`src/rtl/spi_frame_pkg.sv`:
```
// ---------------------------------------------------------------------------
// spi_frame_pkg
//  Shared types and default parameters for the SPI frame controller slice.
//  Contents:
//   state_t      frame sequencer states
//   DEF_*        default widths/depths/timings used by spi_frame_ctrl
//   cnt_width()  bit width needed to hold a counter value 0..max_val
// ---------------------------------------------------------------------------
package spi_frame_pkg;

  localparam int DEF_DATA_WIDTH = 8;
  localparam int DEF_FIFO_DEPTH = 8;
  localparam int DEF_CS_GAP     = 2;
  localparam int DEF_TIMEOUT    = 64;

  typedef enum logic [2:0] {
    IDLE,
    CS_SETUP,
    LAUNCH,
    WAIT_BUSY,
    WAIT_DONE
  } state_t;

  // Always at least one bit so a zero-valued parameter still yields a legal vector.
  function automatic int cnt_width(input int max_val);
    return (max_val < 1) ? 1 : $clog2(max_val + 1);
  endfunction

endpackage

```
`src/rtl/spi_sync_fifo.sv`:
```
// ---------------------------------------------------------------------------
// spi_sync_fifo
//  Single-clock FIFO with first-word-fall-through head (pop_data always shows
//  the oldest entry while empty==0).
//  Parameters: WIDTH (entry width), DEPTH (entries, power of 2, >= 2)
//  Ports:
//   clk, rst_n       clock, asynchronous active-low reset (pointers only)
//   flush            discard all stored entries (a same-cycle push is kept)
//   push, push_data  write an entry; accepted when not full or when popping
//   pop, pop_data    remove the head entry; ignored when empty
//   full, empty      occupancy flags
// ---------------------------------------------------------------------------
module spi_sync_fifo #(
  parameter int WIDTH = 8,
  parameter int DEPTH = 8
) (
  input  logic             clk,
  input  logic             rst_n,
  input  logic             flush,
  input  logic             push,
  input  logic [WIDTH-1:0] push_data,
  input  logic             pop,
  output logic [WIDTH-1:0] pop_data,
  output logic             full,
  output logic             empty
);

  localparam int AW = (DEPTH > 1) ? $clog2(DEPTH) : 1;
  localparam int CW = AW + 1;

  logic [WIDTH-1:0] mem [DEPTH];
  logic [AW-1:0]    wr_ptr_reg;
  logic [AW-1:0]    rd_ptr_reg;
  logic [CW-1:0]    count_reg;
  logic             do_push;
  logic             do_pop;

  assign empty    = (count_reg == '0);
  assign full     = (count_reg == CW'(DEPTH));
  assign do_pop   = pop && !empty;
  // A push into a full FIFO is legal when the head leaves in the same cycle.
  assign do_push  = push && (!full || do_pop);
  assign pop_data = mem[rd_ptr_reg];

  // Storage carries no reset; only the pointers define what is valid.
  always_ff @(posedge clk) begin
    if (do_push) begin
      mem[wr_ptr_reg] <= push_data;
    end
  end

  // Pointers are DEPTH-sized (power of 2), so natural overflow wraps them.
  always_ff @(posedge clk or negedge rst_n) begin
    if (!rst_n) begin
      wr_ptr_reg <= '0;
      rd_ptr_reg <= '0;
      count_reg  <= '0;
    end else if (flush) begin
      rd_ptr_reg <= wr_ptr_reg;
      if (do_push) begin
        wr_ptr_reg <= wr_ptr_reg + 1'b1;
        count_reg  <= CW'(1);
      end else begin
        count_reg  <= '0;
      end
    end else begin
      if (do_push) begin
        wr_ptr_reg <= wr_ptr_reg + 1'b1;
      end
      if (do_pop) begin
        rd_ptr_reg <= rd_ptr_reg + 1'b1;
      end
      case ({do_push, do_pop})
        2'b10:   count_reg <= count_reg + 1'b1;
        2'b01:   count_reg <= count_reg - 1'b1;
        default: count_reg <= count_reg;
      endcase
    end
  end

endmodule

```
`src/rtl/spi_frame_ctrl.sv`:
```
// ---------------------------------------------------------------------------
// spi_frame_ctrl
//  Feeds spi_master one byte at a time from a TX FIFO and collects its
//  received bytes into an RX FIFO, holding cs_n low across a whole frame
//  (bytes up to and including the one tagged tx_last).
//  Optional feature macro: SPI_FRAME_WDOG_EN -- watchdog on the
//  WAIT_BUSY/WAIT_DONE states; on expiry pulses err, flushes TX, releases
//  cs_n and returns to IDLE. Without it err is constant 0.
//  Ports:
//   clk, rst_n                  clock, asynchronous active-low reset
//   tx_data/tx_last/tx_valid    upstream byte stream, tx_ready = TX not full
//   rx_data/rx_valid/rx_ready   downstream byte stream (RX FIFO head)
//   spi_start/spi_data_in       one-cycle launch and byte to spi_master
//   spi_busy/spi_data_out/
//   spi_valid_data              status and received byte from spi_master
//   cs_n                        slave select, active low
//   frame_done                  1-cycle pulse when a frame's last byte lands
//   err                         1-cycle watchdog timeout pulse
// ---------------------------------------------------------------------------
module spi_frame_ctrl
  import spi_frame_pkg::*;
#(
  parameter int DATA_WIDTH = DEF_DATA_WIDTH,
  parameter int FIFO_DEPTH = DEF_FIFO_DEPTH,
  parameter int CS_GAP     = DEF_CS_GAP,
  parameter int TIMEOUT    = DEF_TIMEOUT
) (
  input  logic                  clk,
  input  logic                  rst_n,
  input  logic [DATA_WIDTH-1:0] tx_data,
  input  logic                  tx_last,
  input  logic                  tx_valid,
  output logic                  tx_ready,
  output logic [DATA_WIDTH-1:0] rx_data,
  output logic                  rx_valid,
  input  logic                  rx_ready,
  output logic                  spi_start,
  output logic [DATA_WIDTH-1:0] spi_data_in,
  input  logic                  spi_busy,
  input  logic [DATA_WIDTH-1:0] spi_data_out,
  input  logic                  spi_valid_data,
  output logic                  cs_n,
  output logic                  frame_done,
  output logic                  err
);

  localparam int TX_W  = DATA_WIDTH + 1;
  localparam int GAP_W = cnt_width(CS_GAP);

  // FIFO plumbing
  logic            tx_push;
  logic            tx_pop;
  logic            tx_flush;
  logic            tx_full;
  logic            tx_empty;
  logic [TX_W-1:0] tx_head;
  logic            rx_push;
  logic            rx_pop;
  logic            rx_full;
  logic            rx_empty;

  // Sequencer state
  state_t                state_reg, state_next;
  logic                  cs_n_reg, cs_n_next;
  logic                  spi_start_reg, spi_start_next;
  logic [DATA_WIDTH-1:0] spi_data_in_reg, spi_data_in_next;
  logic                  last_reg, last_next;
  logic                  frame_done_reg, frame_done_next;
  logic                  err_reg, err_next;
  logic [GAP_W-1:0]      gap_reg, gap_next;

`ifdef SPI_FRAME_WDOG_EN
  localparam int WDOG_W = cnt_width(TIMEOUT);
  logic [WDOG_W-1:0]     wdog_reg, wdog_next;
`endif

  assign tx_ready = !tx_full;
  assign tx_push  = tx_valid && !tx_full;
  assign rx_valid = !rx_empty;
  assign rx_pop   = rx_valid && rx_ready;

  assign spi_start   = spi_start_reg;
  assign spi_data_in = spi_data_in_reg;
  assign cs_n        = cs_n_reg;
  assign frame_done  = frame_done_reg;
  assign err         = err_reg;

  // TX entries carry the tx_last tag in the top bit.
  spi_sync_fifo #(
    .WIDTH (TX_W),
    .DEPTH (FIFO_DEPTH)
  ) u_tx_fifo (
    .clk       (clk),
    .rst_n     (rst_n),
    .flush     (tx_flush),
    .push      (tx_push),
    .push_data ({tx_last, tx_data}),
    .pop       (tx_pop),
    .pop_data  (tx_head),
    .full      (tx_full),
    .empty     (tx_empty)
  );

  spi_sync_fifo #(
    .WIDTH (DATA_WIDTH),
    .DEPTH (FIFO_DEPTH)
  ) u_rx_fifo (
    .clk       (clk),
    .rst_n     (rst_n),
    .flush     (1'b0),
    .push      (rx_push),
    .push_data (spi_data_out),
    .pop       (rx_pop),
    .pop_data  (rx_data),
    .full      (rx_full),
    .empty     (rx_empty)
  );

  always_comb begin
    state_next       = state_reg;
    cs_n_next        = cs_n_reg;
    spi_start_next   = 1'b0;
    spi_data_in_next = spi_data_in_reg;
    last_next        = last_reg;
    frame_done_next  = 1'b0;
    err_next         = 1'b0;
    gap_next         = (gap_reg != '0) ? gap_reg - 1'b1 : gap_reg;
    tx_pop           = 1'b0;
    tx_flush         = 1'b0;
    rx_push          = 1'b0;

    case (state_reg)
      IDLE: begin
        if (!tx_empty && (gap_reg == '0)) begin
          state_next = CS_SETUP;
          cs_n_next  = 1'b0;
        end
      end

      CS_SETUP: begin
        state_next = LAUNCH;
      end

      // Holding here covers both a mid-frame TX underrun and RX back-pressure:
      // a byte is only launched once its reply is guaranteed a slot in RX.
      LAUNCH: begin
        if (!tx_empty && !rx_full && !spi_busy) begin
          tx_pop           = 1'b1;
          spi_data_in_next = tx_head[DATA_WIDTH-1:0];
          last_next        = tx_head[DATA_WIDTH];
          spi_start_next   = 1'b1;
          state_next       = WAIT_BUSY;
        end
      end

      WAIT_BUSY: begin
        if (spi_busy) begin
          state_next = WAIT_DONE;
        end
      end

      WAIT_DONE: begin
        if (spi_valid_data) begin
          rx_push = 1'b1;
          if (last_reg) begin
            state_next      = IDLE;
            cs_n_next       = 1'b1;
            frame_done_next = 1'b1;
            gap_next        = GAP_W'(CS_GAP);
          end else begin
            state_next = LAUNCH;
          end
        end
      end

      default: begin
        state_next = IDLE;
        cs_n_next  = 1'b1;
      end
    endcase

`ifdef SPI_FRAME_WDOG_EN
    // A byte completing on the expiry cycle wins over the timeout.
    if (((state_reg == WAIT_BUSY) || (state_reg == WAIT_DONE)) &&
        (state_next == state_reg) &&
        (wdog_reg == WDOG_W'(TIMEOUT - 1))) begin
      state_next = IDLE;
      cs_n_next  = 1'b1;
      err_next   = 1'b1;
      tx_flush   = 1'b1;
      gap_next   = GAP_W'(CS_GAP);
    end

    if (((state_reg == WAIT_BUSY) || (state_reg == WAIT_DONE)) &&
        (state_next == state_reg)) begin
      wdog_next = wdog_reg + 1'b1;
    end else begin
      wdog_next = '0;
    end
`endif
  end

  always_ff @(posedge clk or negedge rst_n) begin
    if (!rst_n) begin
      state_reg       <= IDLE;
      cs_n_reg        <= 1'b1;
      spi_start_reg   <= 1'b0;
      spi_data_in_reg <= '0;
      last_reg        <= 1'b0;
      frame_done_reg  <= 1'b0;
      err_reg         <= 1'b0;
      gap_reg         <= '0;
    end else begin
      state_reg       <= state_next;
      cs_n_reg        <= cs_n_next;
      spi_start_reg   <= spi_start_next;
      spi_data_in_reg <= spi_data_in_next;
      last_reg        <= last_next;
      frame_done_reg  <= frame_done_next;
      err_reg         <= err_next;
      gap_reg         <= gap_next;
    end
  end

`ifdef SPI_FRAME_WDOG_EN
  always_ff @(posedge clk or negedge rst_n) begin
    if (!rst_n) begin
      wdog_reg <= '0;
    end else begin
      wdog_reg <= wdog_next;
    end
  end
`endif

endmodule

```
`config.mk`:
```
export PLATFORM = sky130hd
export DESIGN_NAME = spi_frame_ctrl
export DESIGN_NICKNAME = d
export VERILOG_FILES = /design/src/rtl/spi_frame_pkg.sv /design/src/rtl/spi_sync_fifo.sv /design/src/rtl/spi_frame_ctrl.sv
export SDC_FILE = /design/constraint.sdc
export NUM_CORES = 1
export LEC_CHECK = 0
export CORE_MARGIN = 1.5
export CORE_UTILIZATION = 50
export DETAILED_ROUTE_END_ITERATION = 10
export PLACE_DENSITY = 0.69
export SKIP_LAST_GASP = 1
export SYNTH_ARGS = -nofsm -noshare
export SYNTH_HDL_FRONTEND = slang
export SYNTH_SLANG_ARGS = --single-unit
```
`constraint.sdc`:
```
create_clock -name clk -period 4.3 [get_ports clk]
set_clock_uncertainty 0.2 [all_clocks]
set_input_delay 0.86 -clock clk [delete_from_list [all_inputs] [get_ports clk]]
set_output_delay 0.86 -clock clk [all_outputs]
set_load 0.05 [all_outputs]
```
==> results.ini, run 1 <==
[run_status]
status=finished, final reports clean

[cells_and_area]
layout.nets=477
drive_gt1_share_pct=21.1
largest_reg_flops=72
antennaDiodeCount=0
area.growth.synth_to_final_pct=17.8

[floorplanning]
die_w_um=122
ioPinCount=45
num_rows=43
dieArea_um2=14800
start_util_pct=50.8
core_area_um2=13800
die_h_um=122

[critical_path]
crit_type=reg2out
cp_max_fo=18
required_ns=3.24
cp.arrival_ns=2.66
worst_setup_path_end_kind=output port
worst_setup_path_start_kind=flop

[clocking]
cts.sinks=173
cts_made_buffers=17
cts_max_level=4
clk_pin_slew_ns=0.06
cts_hold_buf=0
post_cts_resized=0
clock_latency_ns=0.42
postCtsSetupBuffers=0
cts_root_buf=clkbuf_16
cts_tree=built
cts_buffer_depth=2

[sta]
worstMarginPinSlew_ns=1.09
fin_tns_setup_ns=0
slew_headroom_pct=27.3
fin_crit_ns=3.72
hold_viol_final=0
fmax_mhz=269
grt_setup_unrepaired=no
drv_slew=0
whs_ns=0.263
setup_viol=0
finalCritPeriodShare_pct=86.6

[global_routing]
grt_max_degree=38
grt_pass1_vias=3622
grtUsageTotal_pct=18.7
grt_overflow=0
grt_first_pass_wirelength_um=19800
antenna_found_initial=0

[yosys]
synth_nets=420
ys_seq_area_share_pct=71.3
ys.flop_type=edfxtp_1
synth_cell_types=53
synth.cell_area_um2=7030
synthArstFlopShare_pct=21.4
ys_ff_latch=173
synthCells=386
synth_warnings=0
avgSynthCellArea_um2=18.2
synth_edf_count=136

[pwr]
power-per-cell-area_nw_per_um2=703
ir_drop_mv=0.455
p_leak_nw=2.86

[routing]
via_per_inst=5.58
drcViolationCount=0
wl_um=12500
drtIter0Drc=277
dr.pass1.iters=4
vias=3550
avgRoutedWirePerCell_um=19.7
drtAntennaViolNets=0

[run]
drv_cap=0

[place]
dpl.hpwl_um=7770
port_buffers=43
gp_congestion=0.782

[worst_hold_path]
hold_path_class=reg2reg

==> logic make-up (layout without fill, tap and decap cells) <==
logic type / Yosys count / after routing / share of synthesized area, %
buffers and inverters: 25 / 95 / 1.83
xor gates and xnor gates: 14 / 14 / 1.74
and+or+nand+nor: 77 / 77 / 6.02
muxes: 56 / 56 / 14.2
DFF: 173 / 173 / 71.3
other: 1 / 1 / 0.0533
AOI/OAI and AO/OA: 29 / 29 / 2.76
adders and majority gates: 11 / 11 / 2.06
==> per-stage QoR <==
step	utilization [%]	setup WS (ns)	instances	power [W]	cell area, um2
2_1_floorplan	-	1.39	386	0.00379	7030
3_3_place_gp	55.5	1.03	604	0.00425	7670
3_5_place_dp	55.5	0.921	604	0.00431	7670
4_1_cts	59.9	0.533	636	0.00588	8280
5_1_grt	59.9	0.442	636	0.00612	8280
6_report	59.9	0.576	636	0.00582	8280
==> worst max-delay path, cell delays in order (launching register included) <==
cell,delay (ns)
dfrtp_1,0.83
mux4_2,0.41
mux2_2,0.29
clkdlybuf4s50_1,0.70
==> power breakdown <==
group          internal (W)  switching, W  total, W  leakage, nW
logic              0.000875      0.000993   0.00187        0.894
registers           0.00208      0.000311   0.00239         1.67
clock network      0.000961      0.000597   0.00156        0.292
total               0.00392       0.00190   0.00582         2.86
==> final timing paths <==
kind	startpoint	end	slack, ns	cells past startpoint
worst max-delay path	u_rx_fifo.rd_ptr_reg[1]$_DFFE_PN0P_	rx_data[5]	0.58	3
worst min-delay path	gap_reg[0]$_DFF_PN0_	gap_reg[0]$_DFF_PN0_	0.26	1
worst max register to register	u_rx_fifo.count_reg[2]$_DFFE_PN0P_	u_rx_fifo.count_reg[2]$_DFFE_PN0P_	1.49	10
worst min register to register	gap_reg[0]$_DFF_PN0_	gap_reg[0]$_DFF_PN0_	0.26	1
max in group asynchronous	rst_n	spi_data_in[5]$_DFFE_PN0N_	2.97	1
min in group asynchronous	rst_n	u_tx_fifo.count_reg[1]$_DFFE_PN0P_	0.36	1
==> area by class of cell <==
cell class	count	area, um2
flip-flops and latches	173	5010
fillers	976	5550
inverters	9	33.8
clock inverters	14	175
well taps	180	225
multi-input cells	188	1900
clock buffers	18	429
repair buffers	54	508
==> synth_stat cells, types with 2 or more instances <==
cell / n / area, um2
a21oi_1: 11 / 55.1
buf_1: 3 / 11.3
buf_2: 3 / 15.0
buf_4: 6 / 45.0
clkbuf_1: 2 / 7.51
dfrtp_1: 36 / 901
edfxtp_1: 136 / 4080
ha_1: 10 / 125
inv_1: 8 / 30.0
mux2_2: 12 / 135
mux2i_1: 10 / 100
mux4_2: 34 / 766
nand2_1: 18 / 67.6
nand2b_1: 5 / 31.3
nand3_1: 4 / 20.0
nor2_1: 21 / 78.8
nor2b_1: 3 / 18.8
nor3_1: 8 / 40.0
nor3b_1: 2 / 15.0
nor4_1: 3 / 18.8
nor4_4: 2 / 42.5
o21ai_0: 3 / 15.0
o31ai_1: 2 / 15.0
o32ai_1: 2 / 17.5
or3_1: 2 / 12.5
xnor2_1: 8 / 70.1
xor2_1: 6 / 52.6
==> cell usage in the layout, fill, tap and decap left out, drive strengths merged, types with 2 or more instances in the layout <==
master / instances
o32ai: 2
mux2i: 10
a21oi: 12
nor3b: 2
edfxtp: 136
xor2: 6
xnor2: 8
clkinv: 8
nor2: 21
nand2b: 6
mux2: 12
nor3: 8
ha: 10
clkinvlp: 2
mux4: 34
nor2b: 3
o31ai: 2
bufinv: 4
dfrtp: 36
nand3: 4
or3: 2
clkbuf: 18
o21ai: 3
nand2: 19
inv: 9
nor4: 5
clkdlybuf4s50: 42
buf: 12
==> routing by layer <==
metal  GRT usage [%]  routed length [um]
met4            5.74                 129
met3            5.24                 445
met2            32.3                6600
met5               0                   0
met1            23.0                5350
No activity file was read; power rests on OpenSTA's default activity.
==> inputs of run 2 (changes only) <==
Clock period 4.3 ns to 4.8 ns, I/O delays scaled along.
==> run 2 against run 1 <==
Clock-buffer cell count is 1 higher. Critical path type unchanged. Die area stayed put. Non-clock buffer count decreased by 4. Critical path depth rose by 1. Total power is 12% lower. Critical endpoint is now rx_data[1]. Highest routed layer unchanged. First-iteration DRC count grew 21%. Core utilization decreased by 0.37 points. Global-route usage fell by 0.51 points. Sequential power shrank 10%.
==> results.ini, run 2 (same netlist as run 1, synthesis figures left out) <==
[clocking]
clk_pin_slew_ns=0.06  ; about the same
cts_tree=built
cts_buffer_depth=2  ; unchanged
post_cts_resized=0  ; unchanged
cts.sinks=173  ; unchanged
postCtsSetupBuffers=0  ; unchanged
cts_root_buf=clkbuf_16
cts_max_level=4  ; unchanged
cts_hold_buf=0  ; unchanged
cts_made_buffers=17  ; unchanged
clock_latency_ns=0.43  ; about the same

[worst_hold_path]
hold_path_class=reg2reg
worstHoldStart=gap_reg[0]$_DFF_PN0_
whs_path_depth=1  ; unchanged
holdPathEnd=gap_reg[0]$_DFF_PN0_

[critical_path]
crit_type=reg2out
ff2ff_path_depth=8  ; -2
rrSetupSlack_ns=1.76  ; +0.27 ns
cp_num_buf_inv=2  ; +1
r2r_end=u_tx_fifo.count_reg[3]$_DFFE_PN0P_
required_ns=3.64  ; +0.40 ns
r2r-start=state_reg[2]$_DFFE_PN0P_
cp.arrival_ns=2.78  ; +0.12 ns
cpLargestDelayFamily=buffers and inverters
worst_setup_path_start_kind=flop
cp_slowest_stage_delay_ns=0.70  ; -0.13 ns
cp_max_fo=14  ; -4
crit_chain=buf_4 > mux4_2 > mux2_2 > clkdlybuf4s50_1
worst_path_max_delay_cell=clkdlybuf4s50_1
worst_setup_path_end_kind=output port

[sta]
finalCritPeriodShare_pct=82.0
grt_setup_unrepaired=no
whs_ns=0.259  ; -0.00433 ns
fmax_mhz=254
finalWorstSetupSlack_ns=0.862  ; +0.287 ns
hold_viol_final=0  ; unchanged
drv_slew=0  ; unchanged
fin_tns_setup_ns=0  ; unchanged
slew_headroom_pct=24.0  ; -3.3 points
setup_viol=0  ; unchanged
worstMarginPinSlew_ns=1.14  ; +0.0492 ns
fin_crit_ns=3.94

[run_status]
status=finished, final reports clean

[pwr]
p_leak_nw=2.82  ; -1.1%
power-per-cell-area_nw_per_um2=619  ; -12%
ir_drop_mv=0.380  ; -16%

[place]
port_buffers=43  ; unchanged
gp_congestion=0.760  ; -2.8%
dpl.hpwl_um=7410  ; -4.7%
place_ws_ns=1.10  ; +0.180 ns
place_inst=600  ; -0.66%

[global_routing]
antenna_found_initial=0  ; unchanged
grtUsageTotal_pct=18.2  ; -0.51 points
grt_pass1_vias=3569  ; -1.5%
grt_max_degree=38  ; unchanged
grt_overflow=0  ; unchanged
grt_first_pass_wirelength_um=19300  ; -2.3%

[floorplanning]
dieArea_um2=14800  ; unchanged
die_h_um=122  ; unchanged
ioPinCount=45  ; unchanged
start_util_pct=50.8  ; unchanged
die_w_um=122  ; unchanged
core_area_um2=13800  ; unchanged
num_rows=43  ; unchanged

[routing]
vias=3510  ; -1.1%
drtIter0Drc=334  ; +21%
drtAntennaViolNets=0  ; unchanged
drcViolationCount=0  ; unchanged
dr.pass1.iters=4  ; unchanged
wl_um=12100  ; -3.5%
via_per_inst=5.55  ; -0.50%
avgRoutedWirePerCell_um=19.1  ; -2.9%

[cells_and_area]
layout.nets=473  ; -0.84%
area.growth.synth_to_final_pct=17.0
antennaDiodeCount=0  ; unchanged
final_common_cell=edfxtp_1
nFillCells=969  ; -0.72%
drive_gt1_share_pct=21.9  ; +0.85 points
largest_reg_flops=72  ; unchanged
fin_cells=632  ; -0.63%
final_cell_mix=edfxtp_1, clkdlybuf4s50_1, dfrtp_1
final_util_pct=59.5  ; -0.37 points

[run]
drv_cap=0  ; unchanged

-- run 2: cell types whose count changed in the layout (fill, tap and decap cells not counted), moves of 3 or more --
cell       before  now
bufinv_16       4    1
clkinv_1        3    0
buf_4          11    7
nor3_2          0    3
nor3_1          8    5
-- run 2: worst max path at each step --
stage                                                   start                            endpoint  slack, ns  cells after the start
after global routing      u_rx_fifo.rd_ptr_reg[0]$_DFFE_PN0P_                          rx_data[7]       0.72                      4
after floorplan                                      spi_busy  u_tx_fifo.count_reg[3]$_DFFE_PN0P_       1.86                      7
final                     u_rx_fifo.rd_ptr_reg[0]$_DFFE_PN0P_                          rx_data[1]       0.86                      4
after global placement                               spi_busy  u_tx_fifo.count_reg[3]$_DFFE_PN0P_       1.21                      8
after detailed placement                             spi_busy  u_tx_fifo.count_reg[3]$_DFFE_PN0P_       1.10                      8
after CTS                 u_rx_fifo.rd_ptr_reg[0]$_DFFE_PN0P_                          rx_data[7]       0.81                      4
-- run 2: routing by layer --
layer | vias up | GRT usage, % | routed length, um
li1 | 1622 | - | -
met1 | 1792 | 22.8 | 5140
met2 | 81 | 30.2 | 6210
met3 | 15 | 5.90 | 563
met4 | 0 | 5.96 | 165
met5 | - | 0 | 0
-- run 2: stage by stage --
step                      area (um2)  power, W
after detailed placement        7660   0.00384
after global routing            8230   0.00535
final                           8230   0.00510
after CTS                       8230   0.00515
after floorplan                 7030   0.00340
after global placement          7660   0.00380
-- run 2: power by group --
part	internal [W]	switching [W]	total, W	leakage, nW
Clock	0.000741	0.000559	0.00130	0.272
Combinational	0.000774	0.000870	0.00164	0.882
Sequential	0.00186	0.000290	0.00215	1.67
Total	0.00338	0.00172	0.00510	2.82
-- run 2: layout make-up --
| class | count | area, um2 | area share (%) |
|---|---|---|---|
| multi-input combinational | 188 | 1910 | 23.2 |
| clock buffer | 19 | 453 | 5.51 |
| sequential | 173 | 5010 | 60.9 |
| inverter | 9 | 33.8 | 0.411 |
| timing repair buffer | 50 | 478 | 5.81 |
| tap | 180 | 225 | 2.74 |
| clock inverter | 13 | 115 | 1.40 |
==> inputs of run 3 (changes only) <==
Clock period 4.8 ns to 3.8 ns, I/O delays scaled along.
==> run 3 against run 2 <==
Clock power rose by 28%. Final area rose by 0.97%. Global-route usage grew 0.75 points. Critical path depth shrank 1. Sequential cell count did not move. Sequential power up 26%. Via count is 1.5% higher. Die area unchanged. Register-to-register slack worse by 0.76 ns. Non-clock buffer count increased by 13. Worst hold slack about the same. Critical path type unchanged. Critical endpoint unchanged. Highest routed layer unchanged.
==> results.ini, run 3 (same netlist as run 1, synthesis figures left out) <==
[place]
dpl.hpwl_um=7870  ; +6.2%
place_area_um2=7740  ; +1.1%
gp_congestion=0.788  ; +3.8%
place_inst=613  ; +2.2%
port_buffers=43  ; unchanged

[routing]
drcViolationCount=0  ; unchanged
drtAntennaViolNets=0  ; unchanged
dr.pass1.iters=5  ; +1
vias=3561  ; +1.5%
wl_um=12400  ; +3.0%
via_per_inst=5.52  ; -0.59%
drtIter0Drc=306  ; -8.4%
avgRoutedWirePerCell_um=19.3  ; +0.93%

[sta]
drv_slew=0  ; unchanged
fin_crit_ns=3.65
slew_headroom_pct=38.8  ; +15 points
grt_setup_unrepaired=no
setup_viol=0  ; unchanged
finalCritPeriodShare_pct=96.0
fmax_mhz=274
worstMarginPinSlew_ns=0.917  ; -0.219 ns
hold_viol_final=0  ; unchanged
fin_tns_setup_ns=0  ; unchanged

[global_routing]
grt_overflow=0  ; unchanged
antenna_found_initial=0  ; unchanged
grtUsageTotal_pct=18.9  ; +0.75 points
grt_max_degree=38  ; unchanged
grt_pass1_vias=3768  ; +5.6%
grt_first_pass_wirelength_um=20400  ; +5.6%

[floorplanning]
dieArea_um2=14800  ; unchanged
die_w_um=122  ; unchanged
num_rows=43  ; unchanged
die_h_um=122  ; unchanged
core_area_um2=13800  ; unchanged
ioPinCount=45  ; unchanged
start_util_pct=50.8  ; unchanged

[clocking]
cts_made_buffers=17  ; unchanged
cts.sinks=173  ; unchanged
cts_buffer_depth=2  ; unchanged
clock_latency_ns=0.42  ; about the same
cts_max_level=4  ; unchanged
cts_hold_buf=0  ; unchanged
post_cts_resized=0  ; unchanged
clk_pin_slew_ns=0.06  ; about the same
postCtsSetupBuffers=0  ; unchanged
cts_root_buf=clkbuf_16
cts_tree=built

[critical_path]
worst_setup_path_end_kind=output port
r2r_end=u_rx_fifo.count_reg[2]$_DFFE_PN0P_
crit_type=reg2out
ff2ff_path_depth=10  ; +2
r2r-start=u_rx_fifo.count_reg[2]$_DFFE_PN0P_
cp_max_fo=18  ; +4
required_ns=2.84  ; -0.80 ns
rrSetupSlack_ns=1.00  ; -0.76 ns
cp.arrival_ns=2.69  ; -0.09 ns
worst_setup_path_start_kind=flop

[cells_and_area]
final_util_pct=60.1  ; +0.58 points
final_cell_mix=edfxtp_1, clkdlybuf4s50_1, dfrtp_1
fin_cells=645  ; +2.1%
antennaDiodeCount=0  ; unchanged
layout.nets=486  ; +2.7%
drive_gt1_share_pct=21.9  ; +0.033 points
nFillCells=962  ; -0.72%
area.growth.synth_to_final_pct=18.2
final_common_cell=edfxtp_1
finalInstanceArea_um2=8310  ; +0.97%
largest_reg_flops=72  ; unchanged

[run_status]
status=finished, final reports clean

[run]
drv_cap=0  ; unchanged

[pwr]
p_leak_nw=2.88  ; +2.0%
power-per-cell-area_nw_per_um2=780  ; +26%
ir_drop_mv=0.416  ; +9.7%

[worst_hold_path]
hold_path_class=in2async

## run 3: changes by cell type in the layout (fill, tap and decap cells not counted), moves of 2 or more
cell        delta
clkinvlp_4     -3
clkinv_2       -4
nor3_1         +3
buf_4         +13
clkbuf_8       -2
clkbuf_1       +7
nor3_2         -3
## run 3: cell type report
cell class / count / area, um2 / share of cell area (%)
inverter: 9 / 33.8 / 0.407
timing repair buffer: 63 / 576 / 6.93
clock buffer: 24 / 452 / 5.44
sequential: 173 / 5010 / 60.3
multi-input combinational: 188 / 1900 / 22.8
clock inverter: 8 / 114 / 1.37
tap: 180 / 225 / 2.71
## run 3: worst max-delay path, stage by stage (launching register included)
cell	delay, ns
dfrtp_1	0.85
mux4_2	0.43
mux2_2	0.29
clkdlybuf4s50_1	0.70
## run 3: worst max path at each step
| stage | from | to | slack [ns] |
|---|---|---|---|
| floorplan | u_rx_fifo.count_reg[2]$_DFFE_PN0P_ | u_rx_fifo.count_reg[2]$_DFFE_PN0P_ | 0.89 |
| global placement | u_rx_fifo.rd_ptr_reg[1]$_DFFE_PN0P_ | rx_data[1] | 0.62 |
| detailed placement | spi_busy | u_tx_fifo.count_reg[3]$_DFFE_PN0P_ | 0.56 |
| CTS | u_rx_fifo.rd_ptr_reg[1]$_DFFE_PN0P_ | rx_data[5] | 0.12 |
| global route | u_rx_fifo.rd_ptr_reg[1]$_DFFE_PN0P_ | rx_data[6] | 0.06 |
| finish | u_rx_fifo.rd_ptr_reg[1]$_DFFE_PN0P_ | rx_data[1] | 0.15 |
## run 3: metal layers
layer | up-vias | track usage (%) | part of all wire [%]
li1 | 1643 | - | -
met1 | 1829 | 23.5 | 42
met2 | 75 | 32.4 | 53
met3 | 14 | 4.54 | 4.4
met4 | 0 | 7.13 | 1.4
met5 | - | 0 | 0
## run 3: through the flow
step	total power, W	hold slack, ns	worst slack [ns]
3_5_place_dp	0.00488	0.259	0.562
6_report	0.00648	0.259	0.153
2_1_floorplan	0.00429	0.230	0.892
4_1_cts	0.00655	0.262	0.118
5_1_grt	0.00683	0.296	0.0557
3_3_place_gp	0.00482	0.253	0.623
## run 3: power by group
part | switching (W) | total [W] | internal, W
Clock | 0.000687 | 0.00167 | 0.000978
Sequential | 0.000348 | 0.00270 | 0.00235
Combinational | 0.00112 | 0.00212 | 0.000997
Total | 0.00216 | 0.00648 | 0.00433
